--- src/rtl/shared_vc_slot_allocator_pkg.sv ---
// Shared definitions for the shared VC slot allocator: FSM encodings and the
// ceil-log2 width helper used to size counters and indices.
package shared_vc_slot_allocator_pkg;

    typedef enum logic [1:0] {
        ST_RUN       = 2'd0,
        ST_DRAIN     = 2'd1,
        ST_QUIESCENT = 2'd2
    } alloc_state_e;

    function automatic int clogb(input int value);
        int w;
        w = 0;
        while ((1 << w) < value) begin
            w = w + 1;
        end
        return w;
    endfunction

endpackage

--- src/rtl/shared_slot_rr_arbiter.sv ---
// Round-robin picker: combinational search from the pointer, plus the pointer
// register that moves past the winner whenever update_i is asserted.
module shared_slot_rr_arbiter
    import shared_vc_slot_allocator_pkg::*;
#(
    parameter  int num_ports = 5,
    localparam int idx_width = (num_ports > 1) ? clogb(num_ports) : 1
) (
    input  logic                 clk,
    input  logic                 reset,
    input  logic [num_ports-1:0] req_i,
    input  logic                 update_i,
    output logic                 valid_o,
    output logic [idx_width-1:0] winner_o
);

    logic [idx_width-1:0] ptr_q;
    logic [idx_width-1:0] ptr_d;
    logic [idx_width-1:0] idx;

    always_comb begin
        valid_o  = 1'b0;
        winner_o = '0;
        idx      = '0;
        for (int i = 0; i < num_ports; i++) begin
            idx = idx_width'((int'(ptr_q) + i) % num_ports);
            if (!valid_o && req_i[idx]) begin
                valid_o  = 1'b1;
                winner_o = idx;
            end
        end
    end

    always_comb begin
        ptr_d = ptr_q;
        if (update_i) begin
            ptr_d = (winner_o == idx_width'(num_ports - 1)) ? '0 : winner_o + idx_width'(1);
        end
    end

    always_ff @(posedge clk or posedge reset) begin
        if (reset) begin
            ptr_q <= '0;
        end else begin
            ptr_q <= ptr_d;
        end
    end

endmodule

--- src/rtl/shared_vc_slot_allocator.sv ---
// Shared VC buffer pool controller: one registered round-robin grant per cycle,
// global/per-port occupancy tracking, drain FSM. SHARED_ALLOC_STATS_EN enables total_grants_o.
module shared_vc_slot_allocator
    import shared_vc_slot_allocator_pkg::*;
#(
    parameter  int num_ports    = 5,
    parameter  int shared_slots = 16,
    parameter  int max_per_port = 8,
    localparam int cnt_width    = clogb(shared_slots + 1)
) (
    input  logic                           clk,
    input  logic                           reset,
    input  logic [num_ports-1:0]           req_i,
    input  logic [num_ports-1:0]           credit_ret_i,
    input  logic                           drain_i,
    output logic [num_ports-1:0]           grant_o,
    output logic [cnt_width-1:0]           free_count_o,
    output logic [num_ports*cnt_width-1:0] port_count_o,
    output logic                           drained_o,
    output logic                           error_o,
    output logic [31:0]                    total_grants_o,
    output logic [1:0]                     state_o
);

    localparam int idx_width = (num_ports > 1) ? clogb(num_ports) : 1;

    // Internal vectors are indexed by port number; the port-level buses carry port 0 in the MSB.
    logic [num_ports-1:0] req_port, ret_port, grant_q, grant_d;
    logic [num_ports-1:0] eligible, valid_ret;
    logic [cnt_width-1:0] port_cnt_q [num_ports];
    logic [cnt_width-1:0] port_cnt_d [num_ports];
    logic [cnt_width-1:0] free_q, free_d;
    logic [cnt_width:0]   ret_count, free_wide;
    logic                 error_q, error_d, bad_ret, inv_ok;
    logic                 arb_valid;
    logic [idx_width-1:0] arb_winner;
    int                   occupied;
    alloc_state_e         state_q, state_d;

    for (genvar p = 0; p < num_ports; p++) begin : g_port_map
        assign req_port[p] = req_i[num_ports-1-p];
        assign ret_port[p] = credit_ret_i[num_ports-1-p];
        assign grant_o[num_ports-1-p] = grant_q[p];
        assign port_count_o[(num_ports-1-p)*cnt_width +: cnt_width] = port_cnt_q[p];
    end

    shared_slot_rr_arbiter #(.num_ports(num_ports)) u_arb (
        .clk      (clk),
        .reset    (reset),
        .req_i    (eligible),
        .update_i (arb_valid),
        .valid_o  (arb_valid),
        .winner_o (arb_winner)
    );

    always_comb begin
        bad_ret   = 1'b0;
        ret_count = '0;
        occupied  = 0;
        for (int p = 0; p < num_ports; p++) begin
            valid_ret[p] = ret_port[p] && (port_cnt_q[p] != '0);
            bad_ret      = bad_ret | (ret_port[p] && (port_cnt_q[p] == '0));
            eligible[p]  = req_port[p] && (port_cnt_q[p] < cnt_width'(max_per_port))
                           && (free_q != '0) && (state_q == ST_RUN);
            ret_count    = ret_count + (cnt_width+1)'(valid_ret[p]);
            occupied     = occupied + int'(port_cnt_q[p]);
        end
        grant_d = '0;
        if (arb_valid) begin
            grant_d[arb_winner] = 1'b1;
        end
        free_wide = {1'b0, free_q} - (cnt_width+1)'(arb_valid) + ret_count;
        free_d    = free_wide[cnt_width-1:0];
        for (int p = 0; p < num_ports; p++) begin
            port_cnt_d[p] = port_cnt_q[p] + cnt_width'(grant_d[p]) - cnt_width'(valid_ret[p]);
        end
        inv_ok  = (occupied + int'(free_q)) == shared_slots;
        error_d = error_q | bad_ret | !inv_ok | (free_wide > (cnt_width+1)'(shared_slots));
    end

    always_ff @(posedge clk or posedge reset) begin
        if (reset) begin
            grant_q <= '0;
            free_q  <= cnt_width'(shared_slots);
            error_q <= 1'b0;
            for (int p = 0; p < num_ports; p++) begin
                port_cnt_q[p] <= '0;
            end
        end else begin
            grant_q <= grant_d;
            free_q  <= free_d;
            error_q <= error_d;
            for (int p = 0; p < num_ports; p++) begin
                port_cnt_q[p] <= port_cnt_d[p];
            end
        end
    end

    always_ff @(posedge clk or posedge reset) begin
        if (reset) begin
            state_q <= ST_RUN;
        end else begin
            state_q <= state_d;
        end
    end

    always_comb begin
        state_d = state_q;
        case (state_q)
            ST_RUN:       if (drain_i) state_d = ST_DRAIN;
            ST_DRAIN: begin
                if (!drain_i) state_d = ST_RUN;
                else if (free_q == cnt_width'(shared_slots)) state_d = ST_QUIESCENT;
            end
            ST_QUIESCENT: if (!drain_i) state_d = ST_RUN;
            default:      state_d = ST_RUN;
        endcase
    end

    always_comb begin
        drained_o = (state_q == ST_QUIESCENT);
        state_o   = state_q;
    end

    assign free_count_o = free_q;
    assign error_o      = error_q;

`ifdef SHARED_ALLOC_STATS_EN
    logic [31:0] total_q;

    always_ff @(posedge clk or posedge reset) begin
        if (reset) begin
            total_q <= '0;
        end else if (arb_valid) begin
            total_q <= total_q + 32'd1;
        end
    end

    assign total_grants_o = total_q;
`else
    assign total_grants_o = '0;
`endif

    occupancy_invariant: assert property (@(posedge clk) disable iff (reset) inv_ok);

endmodule

--- config.mk ---
export PLATFORM = sky130hd
export DESIGN_NAME = shared_vc_slot_allocator
export DESIGN_NICKNAME = d
export VERILOG_FILES = /design/src/rtl/shared_vc_slot_allocator_pkg.sv /design/src/rtl/shared_slot_rr_arbiter.sv /design/src/rtl/shared_vc_slot_allocator.sv
export SDC_FILE = /design/constraint.sdc
export NUM_CORES = 1
export LEC_CHECK = 0
export CAP_MARGIN = 10
export CORE_ASPECT_RATIO = 0.8
export CORE_MARGIN = 2
export CORE_UTILIZATION = 42
export CTS_BUF_LIST = sky130_fd_sc_hd__clkbuf_4 sky130_fd_sc_hd__clkbuf_8
export CTS_CLUSTER_SIZE = 30
export DETAILED_ROUTE_END_ITERATION = 7
export GPL_ROUTABILITY_DRIVEN = 1
export PLACE_DENSITY = 0.71
export RECOVER_POWER = 50
export SETUP_SLACK_MARGIN = 0.5
export SYNTH_ARGS = -nofsm -noshare
export SYNTH_HDL_FRONTEND = slang
export SYNTH_SLANG_ARGS = --single-unit
--- constraint.sdc ---
create_clock -name clk -period 6.9 [get_ports clk]
set_input_delay 1.725 -clock clk [delete_from_list [all_inputs] [get_ports clk]]
set_output_delay 1.725 -clock clk [all_outputs]
set_load 0.05 [all_outputs]
Word-level counts from Yosys, hierarchy flattened
Index checks and enable logic that the tools add are counted.

operators by class
  $add $sub $neg = 26
  divide/modulo/power cells = 5
  $lt $le $gt $ge = 13
  equality and inequality tests = 8
  muxes and demuxes = 29
  bitwise gates (word level) = 7
  reduce and logical (&&, ||, !) cells = 48

operator list
  operator                                                                      number
  32-bit by 4-bit remainder unit with 32-bit output, second input constant      4
  4-bit by 4-bit remainder unit with 32-bit output, second input constant       1
  1-bit logical AND                                                             30
  5-bit nonzero test                                                            6
  5-bit by 1-bit adder with 5-bit output                                        5
  5-bit logical NOT                                                             5
  5-bit by 4-bit less-than comparator with 1-bit output, second input constant  5
  5-bit by 1-bit subtractor with 5-bit output                                   5
  3-bit by 4-bit less-than comparator with 1-bit output, second input constant  6
  3-bit two-way mux                                                             6
  1-bit binary-select mux with 3-bit select                                     5
  1-bit two-way mux                                                             11
  9-bit by 5-bit adder with 10-bit output                                       1
  10-bit by 5-bit == test with 1-bit output, second input constant              1
  8-bit by 5-bit adder with 9-bit output                                        1
  3-bit by 2-bit adder with 4-bit output, second input constant                 2
  7-bit by 5-bit adder with 8-bit output                                        1
  2-bit two-way mux                                                             4
  6-bit by 5-bit adder with 7-bit output                                        1
  1-bit OR                                                                      7
  5-bit by 5-bit adder with 6-bit output                                        1
  6-bit by 5-bit adder with 6-bit output                                        1
  6-bit by 5-bit > comparator with 1-bit output, second input constant          1
  2-bit one-hot mux with 3 select lines                                         1
  other kinds (20)                                                              25

storage, ports and cells
  register bits = 41
  input port bits = 13
  output and inout bits = 71
  word-level logic and storage cells = 146

Logic depth before layout (Yosys ltp)
Gate-level depths: netlist (run 1).

  depth after elaboration = 26
  mapped depth = 32
  depth with buffers taken out = 30

Modules after synthesis
A second synthesis (run 1) with hierarchy kept.

unflattened totals
  cells, all modules = 586
  area, all modules = 5,177.5 um^2

modules (own cells, without submodules)
  module                    instances  cells an instance  area each (um^2)
  shared_vc_slot_allocator  1          341                3,437.0
  shared_slot_rr_arbiter    1          245                1,740.4

Worst setup path before layout (run 1)
Ideal clock, no wire load.

  path type = register -> register
  start point = register u_arb.ptr_q[0]
  end point = register error_q (netlist: error_o)
  setup time = 0.140 ns
  arrival time = 6.603 ns
  required time = 6.760 ns
  slack = 0.157 ns
  stages on the path, launching flop included = 30
  buffers on the path = 2
  clock period less this slack = 6.743 ns
  cell sequence = dfrtp_1 -> buf_2 -> inv_2 -> ha_1 -> inv_1 -> ha_1 -> inv_1 -> ha_1 -> nor3_1 -> o21ai_0 -> nand2_1 -> ha_1 -> nor2b_1 -> o221ai_1 -> a21o_1 -> mux2_2 -> a22oi_1 -> nand2b_1 -> or3_1 -> buf_2 -> ha_1 -> fa_1 -> fa_1 -> inv_1 -> ha_1 -> inv_1 -> fa_1 -> inv_1 -> o41ai_1 -> nand4_1

on the way
  cells in the longest elaborated chain, start to end = 20
  elaborated cells on any way between the ends = 36
  those cells by class = 6 x add/sub; 5 x div; 1 x order compare; 15 x mux; 1 x bitwise; 8 x reduce/logical

ends and longest elaborated chain
  element                                                                                     RTL line                        text
  start: declaration                                                                          shared_slot_rr_arbiter.sv:17    logic [idx_width-1:0] ptr_q;
  start signal: assignment                                                                    shared_slot_rr_arbiter.sv:45    ptr_q <= ptr_d;
  branches (longest 15 deep; another with 32-bit by 4-bit remainder unit with 32-bit output)  -
  1-bit two-way mux *                                                                         shared_slot_rr_arbiter.sv:27    if (!valid_o && req_i[idx]) begin
  named net arb_valid                                                                         shared_vc_slot_allocator.sv:35  logic arb_valid;
  5-bit by 1-bit subtractor with 6-bit output *                                               shared_vc_slot_allocator.sv:72  free_wide = {1'b0, free_q} - (cnt_width+1)'(arb_valid) + ret_count;
  6-bit by 5-bit adder with 6-bit output *                                                    shared_vc_slot_allocator.sv:72
  named net free_wide[1]                                                                      shared_vc_slot_allocator.sv:33  logic [cnt_width:0] ret_count, free_wide;
  6-bit by 5-bit > comparator with 1-bit output *                                             shared_vc_slot_allocator.sv:78  error_d = error_q | bad_ret | !inv_ok | (free_wide > (cnt_width+1)'(shared_slots));
  1-bit OR *                                                                                  shared_vc_slot_allocator.sv:78
  named net error_d                                                                           shared_vc_slot_allocator.sv:34  logic error_q, error_d, bad_ret, inv_ok;
  end signal: assignment                                                                      shared_vc_slot_allocator.sv:92  error_q <= error_d;
  end: declaration                                                                            shared_vc_slot_allocator.sv:34

Mark *: on every way through the listed nets, which the timed path passes. The select of a mux whose other input is x is not followed.
A chain may end at the register's enable or synchronous reset.

Final worst setup path (run 1)
  start point = input port req_i[3]
  end point = register error_q (netlist: error_o)

on the way
  cells in the longest elaborated chain, start to end = 22
  elaborated cells on any way between the ends = 30
  those cells by class = 2 x add/sub; 1 x order compare; 15 x mux; 1 x bitwise; 11 x reduce/logical

ends and longest elaborated chain
  element                                          RTL line                        text
  start: declaration                               shared_vc_slot_allocator.sv:13  input logic [num_ports-1:0] req_i,
  1-bit logical AND *                              shared_vc_slot_allocator.sv:63  eligible[p] = req_port[p] && (port_cnt_q[p] < cnt_width'(max_per_port))
  1-bit logical AND * (2 in a row)                 shared_vc_slot_allocator.sv:64  && (free_q != '0) && (state_q == ST_RUN);
  1-bit binary-select mux with 3-bit select        shared_slot_rr_arbiter.sv:27
  1-bit two-way mux (implied by the code)          shared_slot_rr_arbiter.sv:27
  1-bit two-way mux                                shared_slot_rr_arbiter.sv:27
  1-bit logical NOT                                shared_slot_rr_arbiter.sv:27
  1-bit logical AND                                shared_slot_rr_arbiter.sv:27
  1-bit two-way mux                                shared_slot_rr_arbiter.sv:27
  (+7 left out)                                    -
  1-bit logical AND                                shared_slot_rr_arbiter.sv:27
  1-bit two-way mux *                              shared_slot_rr_arbiter.sv:27
  5-bit by 1-bit subtractor with 6-bit output *    shared_vc_slot_allocator.sv:72
  6-bit by 5-bit adder with 6-bit output *         shared_vc_slot_allocator.sv:72
  named net free_wide[1]                           shared_vc_slot_allocator.sv:33
  6-bit by 5-bit > comparator with 1-bit output *  shared_vc_slot_allocator.sv:78
  1-bit OR *                                       shared_vc_slot_allocator.sv:78
  named net error_d                                shared_vc_slot_allocator.sv:34

The timed path passes the listed nets; every way through them passes the cells marked *. The select of a mux whose other input is x is not followed.

==> impl_metrics.yaml, run 1 <==
timing:
  relSlewSlack: -0.569
  worst_pin_slew_ns: 2.35
  period_needed_ns: 6.15
  clock-skew-final_ns: 0.00766
  rsz0062_at_grt: "false"
  maxSlewViolCount: 42
  finalSetupViolCount: 0
  finalHoldViolations: 0
  setup_tns_ns: 0
  post-route-period-util: 0.891
  max_freq_mhz: 163
worst_setup_path:
  path_delay_family: "adder cells"
  worstPathRequired_ns: 7.06
  slowest_stage: "or4_4"
  worst-path-buf-inv: 4
  critical_path_class: "in2reg"
  cp_common_cell: "inv_1"
  arrival_ns: 6.31
  critPathCaptureType: "register"
  rrSetupSlack_ns: 0.80
  max_stage_delay_ns: 0.54
  crit_chain: "clkdlybuf4s50_1 > nand2_1 > mux2i_1 > a22oi_4 > nand2_2 > or4_4 > or3_4 > ha_4 > fa_1 > fa_1 > inv_1 > ha_2 > inv_1 > fa_2 > inv_1 > o41ai_2 > nand4_1"
  critPathMaxFanout: 6
  start_kind: "input pin"
layout:
  syn_to_final_growth_pct: 19.9
  diodes: 0
  nets: 765
  nFillCells: 1121
  drive_gt1_frac: 0.134
floorplan:
  die-height_um: 103
  start_util: 0.429
  die_area_um2: 13300
  die-width_um: 128
  coreArea_um2: 12100
  rows: 36
  io_pins: 84
run_status:
  status: "complete, but fails checks"
  violations: "capacitance limit, slew limit"
clock_network:
  max-clock-path-buffers: 2
  clock-root-buffer: "clkbuf_8"
  htreeDepth: 2
  tritoncts: "built"
  clkLatencyLatePin_ns: 0.31
  cts_hold_buf: 0
  clock-sinks: 41
  cts_buffers: 5
  clkTransAtPathRegs_ns: 0.09
yosys:
  synth_edf_count: 0
  yosys-top-cells-area: "dfrtp_1 (19%), ha_1 (18%), fa_1 (11%), inv_1 (7.2%), buf_4 (4.6%)"
  syn_area_per_cell_um2: 8.89
  synth_cell_types: 80
  synth_top_area_share: 0.193
  synthFlopType: "dfrtp_1"
  synth_top_area_cell: "dfrtp_1"
  syn_area_um2: 5190
  ys.warnings.count: 0
  synth-seq-cells: 41
  synth-seq-area-share: 0.198
  async_flop_share: 1.00
  netlist_instances: 584
run:
  cap_viol_max_count: 1
global_routing:
  grt_pass1_vias: 4182
  grt_pass1_wl_um: 21100
  grt_overflow: 0
  antenna_found_initial: 0
  grt_use_total: 0.202
  grt_start_max_net_pins: 42
place:
  place_congestion: 0.932
  dp_hpwl_um: 10200
  io_buffers: 51
worst_hold_path:
  hold_class: "reg2reg"
drt:
  wl_per_cell_um: 16.5
  drtIter0Drc: 244
  vias: 4298
  drc: 0
  first_pass_iters: 5
  ant_nets: 0
  vias_per_cell: 5.36
  finalWirelength_um: 13300
-- metal layers --
layer	up-vias	GRT usage	wire, um
met5	-	0	0
met4	0	0.0507	228
met3	24	0.0458	868
met2	148	0.333	6200
met1	2084	0.272	5980
li1	2042	-	-
-- cells in the final DEF (no fill, tap or decap), types with 5 or more instances in the layout --
cell / Yosys / routed
inv_1: 99 / 96
ha_4: 0 / 6
nand3_1: 12 / 12
nand2_1: 23 / 19
dlygate4sd3_1: 0 / 19
fa_1: 28 / 27
nor2b_1: 8 / 7
nor2_1: 32 / 32
xor2_1: 14 / 14
nand2b_1: 10 / 9
conb_1: 1 / 32
and2_1: 5 / 5
xnor2_1: 16 / 14
ha_1: 75 / 64
nor4b_1: 7 / 7
o21ai_0: 12 / 11
mux2i_1: 10 / 10
clkdlybuf4s50_1: 0 / 32
buf_4: 32 / 18
clkbuf_8: 0 / 6
or3_1: 8 / 6
nor3_1: 8 / 5
a21o_1: 9 / 9
dfrtp_1: 40 / 38
ha_2: 0 / 5
a21oi_1: 29 / 27
-- worst reg2reg max path: cells and delay by family (launching register included) --
| family | cells | cell delay [ns] |
|---|---|---|
| adder cells (fa/ha/maj) | 9 | 2.54 |
| AND/OR/NAND/NOR | 7 | 1.32 |
| AO/OA/AOI/OAI | 4 | 0.96 |
| flip-flops | 1 | 0.45 |
| buffers and inverters | 6 | 0.42 |
| multiplexers | 1 | 0.28 |
-- Yosys cell counts (5+ instances only) --
| cell | count |
|---|---|
| xnor2_1 | 16 |
| nand2_1 | 23 |
| a21oi_1 | 29 |
| nand2b_1 | 10 |
| nor2_1 | 32 |
| buf_2 | 6 |
| or3_1 | 8 |
| dfrtp_1 | 40 |
| fa_1 | 28 |
| nor4b_1 | 7 |
| ha_1 | 75 |
| o21ai_0 | 12 |
| inv_1 | 99 |
| nand3_1 | 12 |
| nor3_1 | 8 |
| xor2_1 | 14 |
| and2_1 | 5 |
| nor2b_1 | 8 |
| a21o_1 | 9 |
| buf_4 | 32 |
| mux2i_1 | 10 |
-- final cells by class --
type                       instances  area (um2)  area share
multi-input combinational        429        3850       0.618
sequential                        41        1030       0.165
timing repair buffer              70         649       0.104
inverter                         102         393      0.0631
tap                              152         190      0.0305
clock buffer                       7        90.1      0.0145
clock inverter                     1        30.0     0.00482
-- timing repair --
| action | 4_1_cts | 5_1_grt |
|---|---|---|
| pin swaps | 3 | 10 |
| setup buffers | 7 | 6 |
| cloned | 0 | 0 |
| endpoints found under the setup margin | 2 | 3 |
| resized for setup | 10 | 33 |
| endpoints found under the hold margin | 0 | 0 |
-- flip-flops by register name, summed over array words and instances, names as in the netlist --
signal        count
u_arb.ptr_q       3
port_count_o     25
free_count_o      5
error_o           1
state_o           2
grant_q           5
-- per-stage QoR --
stage | setup slack, ns | std cells | util | hold WS (ns) | area [um2]
2_1_floorplan | 0.519 | 615 | - | 0.779 | 5370
3_3_place_gp | 0.346 | 781 | 0.480 | 0.610 | 5810
3_5_place_dp | 0.172 | 781 | 0.480 | 0.598 | 5810
4_1_cts | 0.515 | 796 | 0.497 | 0.617 | 6020
5_1_grt | 0.514 | 802 | 0.514 | 0.631 | 6230
6_report | 0.750 | 802 | 0.514 | 0.620 | 6230
-- cells by family (layout without fill, tap and decap cells) --
family                     Yosys count  in the layout  share of synthesized area
AOI/OAI and AO/OA                  110            110                      0.152
DFF                                 41             41                      0.198
buffers and inverters              145            180                      0.131
other                                1             32                   0.000722
and+or+nand+nor                    141            141                      0.152
xor gates and xnor gates            30             30                     0.0506
adders and majority gates          103            103                      0.289
muxes                               13             13                     0.0279
-- path summary, 6_finish.rpt --
check / cells past startpoint / start / end
worst max-delay path: 17 / req_i[3] / error_o
worst max register to register: 27 / u_arb.ptr_q[0] / error_o
worst min register to register: 1 / port_count_o[5] / port_count_o[5]
worst min-delay path: 1 / port_count_o[5] / port_count_o[5]
max in group asynchronous: 3 / reset / u_arb.ptr_q[0]
min in group asynchronous: 3 / reset / port_count_o[23]
Power of run 1 is left out: the tool's default activity adds up to more than one toggle a clock period on the data nets, which glitch-free logic cannot reach.
==> inputs of run 2 (changes only) <==
--- a/config.mk
+++ b/config.mk
@@ -8,12 +8,12 @@
 export CAP_MARGIN = 10
 export CORE_ASPECT_RATIO = 0.8
 export CORE_MARGIN = 2
-export CORE_UTILIZATION = 42
+export CORE_UTILIZATION = 40
 export CTS_BUF_LIST = sky130_fd_sc_hd__clkbuf_4 sky130_fd_sc_hd__clkbuf_8
 export CTS_CLUSTER_SIZE = 30
 export DETAILED_ROUTE_END_ITERATION = 7
 export GPL_ROUTABILITY_DRIVEN = 1
-export PLACE_DENSITY = 0.71
+export PLACE_DENSITY = 0.68
 export RECOVER_POWER = 50
 export SETUP_SLACK_MARGIN = 0.5
 export SYNTH_ARGS = -nofsm -noshare
==> run 2 against run 1 <==
Against the previous run:
- register-to-register slack lost 0.12 ns
- hold slack lost 0.0072 ns
- the run still ends with capacitance limit, slew limit left
- clock skew is essentially flat
- critical path type is now reg2reg
- via count grew 0.51%
- core utilization shrank 2.4 points
- non-clock buffer count grew 8
==> impl_metrics.yaml, run 2 (same netlist as run 1, synthesis figures left out) <==
worst_setup_path:
  r2r-start: "u_arb.ptr_q[1]"
  start_kind: "register"
  critical_path_class: "reg2reg"
  critPathCaptureType: "register"
  worstPathRequired_ns: 7.14
  arrival_ns: 6.45
  critPathMaxFanout: 10
  cp-startpoint: "u_arb.ptr_q[1]"
floorplan:
  rows: 37
  io_pins: 84
  die-width_um: 131
  start_util: 0.406
  die_area_um2: 13900
  die-height_um: 106
  coreArea_um2: 12800
timing:
  post-route-period-util: 0.901
  max_freq_mhz: 161
  fin_hold_ws_ns: 0.613
  period_needed_ns: 6.22
  worst_pin_slew_ns: 2.34
  setup_tns_ns: 0
  rsz0062_at_grt: "false"
  relSlewSlack: -0.557
  finalSetupViolCount: 0
  finalHoldViolations: 0
  clock-skew-final_ns: 0.00801
  maxSlewViolCount: 42
worst_hold_path:
  worstHoldStart: "port_count_o[5]"
  hold_class: "reg2reg"
drt:
  ant_nets: 0
  first_pass_iters: 4
  drtIter0Drc: 273
  drc: 0
  finalWirelength_um: 13100
  vias_per_cell: 5.19
  wl_per_cell_um: 15.7
  vias: 4320
global_routing:
  grt_pass1_vias: 4126
  grt_overflow: 0
  grt_start_max_net_pins: 42
  grt_pass1_wl_um: 20800
  antenna_found_initial: 0
  grt_use_total: 0.185
layout:
  nFillCells: 1197
  nets: 773
  final_common_cell: "inv_1"
  final_cell_mix: "inv_1 (96), ha_1 (65), dfrtp_1 (38)"
  drive_gt1_frac: 0.143
  largest_reg_flops: 25
  syn_to_final_growth_pct: 20.7
  multi_input_area_um2: 3830
  design_area_um2: 6270
  diodes: 0
  seqCellArea_um2: 1030
clock_network:
  clock-root-buffer: "clkbuf_8"
  tritoncts: "built"
  max-clock-path-buffers: 2
  cts_hold_buf: 0
  clkLatencyLatePin_ns: 0.31
  cts_buffers: 5
  clock-sinks: 41
  htreeDepth: 2
  clkTransAtPathRegs_ns: 0.09
run_status:
  status: "complete, but fails checks"
  violations: "capacitance limit, slew limit"
place:
  io_buffers: 51
  place_congestion: 0.916
  dp_hpwl_um: 10300
  placed_area_um2: 5830
run:
  cap_viol_max_count: 1
==> run 2: timing repair <==
item | in CTS | in global routing
pin swaps | 2 | 13
setup endpoints to repair | 2 | 3
setup buffers | 5 | 17
gates resized for setup | 8 | 34
==> run 2: stage by stage <==
step,instances,util,setup WS [ns]
after floorplan,615,-,0.519
after global placement,803,0.457,0.338
after detailed placement,803,0.457,0.211
after CTS,816,0.468,0.501
after global routing,833,0.491,0.490
final,833,0.491,0.684
==> run 2: area by class of cell <==
class | count | area share
clock inverters | 2 | 0.00160
flip-flops and latches | 41 | 0.164
well taps | 175 | 0.0349
repair buffers | 78 | 0.113
multi-input cells | 429 | 0.611
clock buffers | 6 | 0.0122
inverters | 102 | 0.0631
==> run 2: critical path, cell delays in order, from the launching register on <==
cell	delay, ns
dfrtp_1	0.42
inv_4	0.09
buf_4	0.15
ha_2	0.35
o31ai_2	0.23
xnor2_1	0.19
ha_2	0.28
buf_4	0.12
nor3b_1	0.03
a32o_1	0.22
a31oi_2	0.19
nor3_1	0.13
a31o_2	0.27
or4_4	0.43
or3_4	0.42
ha_4	0.22
fa_1	0.51
fa_1	0.40
inv_1	0.06
ha_1	0.16
inv_1	0.06
fa_2	0.35
inv_1	0.07
a21o_1	0.11
a21oi_1	0.09
xnor2_1	0.31
o41ai_2	0.14
nand4_1	0.12
==> run 2: layer usage <==
layer,global-route usage,up-vias,wire length [um]
li1,-,2063,-
met4,0.0357,0,141
met2,0.294,167,6000
met1,0.262,2074,6120
met5,0,-,0
met3,0.0386,16,838
==> run 2: worst paths after layout <==
path | endpoint | cells past startpoint | slack, ns
min reg2reg | port_count_o[5] | 1 | 0.61
max in group asynchronous | u_arb.ptr_q[2] | 3 | 2.67
max | error_o | 27 | 0.68
min in group asynchronous | port_count_o[13] | 3 | 2.72
max reg2reg | error_o | 27 | 0.68
min | port_count_o[5] | 1 | 0.61
Power of run 2 is left out for the same reason.
==> inputs of run 3 (changes only) <==
--- a/config.mk
+++ b/config.mk
@@ -12,7 +12,7 @@
 export CTS_BUF_LIST = sky130_fd_sc_hd__clkbuf_4 sky130_fd_sc_hd__clkbuf_8
 export CTS_CLUSTER_SIZE = 30
 export DETAILED_ROUTE_END_ITERATION = 7
-export GPL_ROUTABILITY_DRIVEN = 1
+export GPL_ROUTABILITY_DRIVEN = 0
 export PLACE_DENSITY = 0.68
 export RECOVER_POWER = 50
 export SETUP_SLACK_MARGIN = 0.5
==> run 3 against run 2 <==
Against the previous run:
- clock skew rose by 0.00094 ns
- the flow still finishes with violations (capacitance limit, slew limit)
- highest routed layer unchanged
- maximum frequency fell by 0.44%
- setup slack got worse by 0.028 ns
- register-to-register slack barely moved
- hold slack improved by 0.023 ns
- core utilization barely moved
- critical path depth fell by 7
- via count fell by 0.67%
- clock-buffer cell count rose by 2
==> impl_metrics.yaml, run 3 (same netlist as run 1, synthesis figures left out) <==
drt:
  ant_nets: 0
  wl_per_cell_um: 15.9
  vias: 4291
  vias_per_cell: 5.18
  drc: 0
  first_pass_iters: 6
  finalWirelength_um: 13100
  drtIter0Drc: 255
worst_setup_path:
  cp-startpoint: "req_i[1]"
  critPathMaxFanout: 5
  rrSetupSlack_ns: 0.69
  arrival_ns: 6.48
  reg2reg_to: "error_o"
  slowest_stage: "or4_4"
  start_kind: "input pin"
  worstPathRequired_ns: 7.14
  max_stage_delay_ns: 0.54
  critical_path_class: "in2reg"
  cp_common_cell: "inv_1"
  r2r_cells: 29
  critPathCaptureType: "register"
  r2r-start: "u_arb.ptr_q[1]"
  cp-endpoint: "error_o"
  crit_chain: "clkdlybuf4s50_1 > nand2_2 > mux2i_1 > a22oi_4 > nand2_2 > or4_4 > or3_4 > ha_4 > fa_1 > fa_1 > inv_1 > ha_2 > inv_1 > fa_2 > inv_1 > a21o_1 > a21oi_1 > xnor2_1 > o41ai_2 > nand4_1"
floorplan:
  start_util: 0.406
  rows: 37
  die-width_um: 131
  die-height_um: 106
  coreArea_um2: 12800
  io_pins: 84
  die_area_um2: 13900
place:
  dp_hpwl_um: 9960
  io_buffers: 51
layout:
  final_cell_mix: "inv_1 (96), ha_1 (64), dfrtp_1 (38)"
  nFillCells: 1183
  final_common_cell: "inv_1"
  nets: 768
  largest_reg_flops: 25
  drive_gt1_frac: 0.141
  diodes: 0
  syn_to_final_growth_pct: 20.7
global_routing:
  grt_use_total: 0.186
  grt_start_max_net_pins: 42
  grt_overflow: 0
  grt_pass1_vias: 4185
  antenna_found_initial: 0
  grt_pass1_wl_um: 20800
timing:
  rsz0062_at_grt: "false"
  post-route-period-util: 0.905
  finalHoldViolations: 0
  finalSetupViolCount: 0
  setup_tns_ns: 0
  period_needed_ns: 6.24
  maxSlewViolCount: 42
  clock-skew-final_ns: 0.00895
  relSlewSlack: -0.553
  max_freq_mhz: 160
  worst_pin_slew_ns: 2.33
clock_network:
  tritoncts: "built"
  clkLatencyLatePin_ns: 0.31
  max-clock-path-buffers: 2
  cts_hold_buf: 0
  cts_buffers: 5
  htreeDepth: 2
  clock-root-buffer: "clkbuf_8"
  clkTransAtPathRegs_ns: 0.08
  clock-sinks: 41
run:
  cap_viol_max_count: 1
run_status:
  status: "complete, but fails checks"
  violations: "capacitance limit, slew limit"
worst_hold_path:
  hold_class: "reg2reg"
-- run 3: changes by cell type in the layout (fill, tap and decap cells not counted), sizes merged --
cell / before / now
clkinv: 4 / 1
clkbuf: 7 / 9
buf: 26 / 21
inv: 100 / 101
-- run 3: repair_timing --
action | CTS | global route
setup buffers | 6 | 11
endpoints found under the setup margin | 2 | 3
resized for setup | 9 | 37
pin swaps | 3 | 14
-- run 3: how the worst min path moves through the flow --
stage / end / cells past startpoint / slack, ns / start
5_1_grt: port_count_o[20] / 1 / 0.67 / port_count_o[20]
3_3_place_gp: port_count_o[5] / 1 / 0.60 / port_count_o[5]
3_5_place_dp: port_count_o[20] / 1 / 0.62 / port_count_o[20]
6_report: port_count_o[20] / 1 / 0.64 / port_count_o[20]
4_1_cts: port_count_o[20] / 1 / 0.64 / port_count_o[20]
2_1_floorplan: state_o[0] / 2 / 0.78 / free_count_o[4]
-- run 3: area by class of cell --
class	instances	area [um2]	area share
clock buffer	8	91.3	0.0146
sequential	41	1030	0.164
timing repair buffer	73	672	0.107
multi-input combinational	429	3870	0.617
tap	175	219	0.0349
inverter	102	393	0.0626
-- run 3: critical path, delay by kind of cell --
family | cells | cell delay [ns]
buffers and inverters | 4 | 0.69
AO/OA/AOI/OAI | 4 | 0.57
XOR/XNOR | 1 | 0.28
AND/OR/NAND/NOR | 5 | 1.34
adder cells (fa/ha/maj) | 5 | 1.74
multiplexers | 1 | 0.14
-- run 3: through the flow --
stage | setup WS (ns) | hold slack [ns] | utilization | area (um2) | std cells
final | 0.656 | 0.636 | 0.491 | 6270 | 828
after detailed placement | 0.159 | 0.619 | 0.457 | 5830 | 803
after global placement | 0.351 | 0.601 | 0.457 | 5830 | 803
after global routing | 0.456 | 0.669 | 0.491 | 6270 | 828
after CTS | 0.505 | 0.637 | 0.470 | 6000 | 817
after floorplan | 0.519 | 0.779 | - | 5370 | 615
-- run 3: layer usage --
layer	global-route usage	share of wire	up-vias
met5	0	0	-
met4	0.0489	0.020	0
met3	0.0324	0.054	22
met2	0.298	0.46	138
met1	0.261	0.47	2083
li1	-	-	2048
Power of run 3 is left out for the same reason.
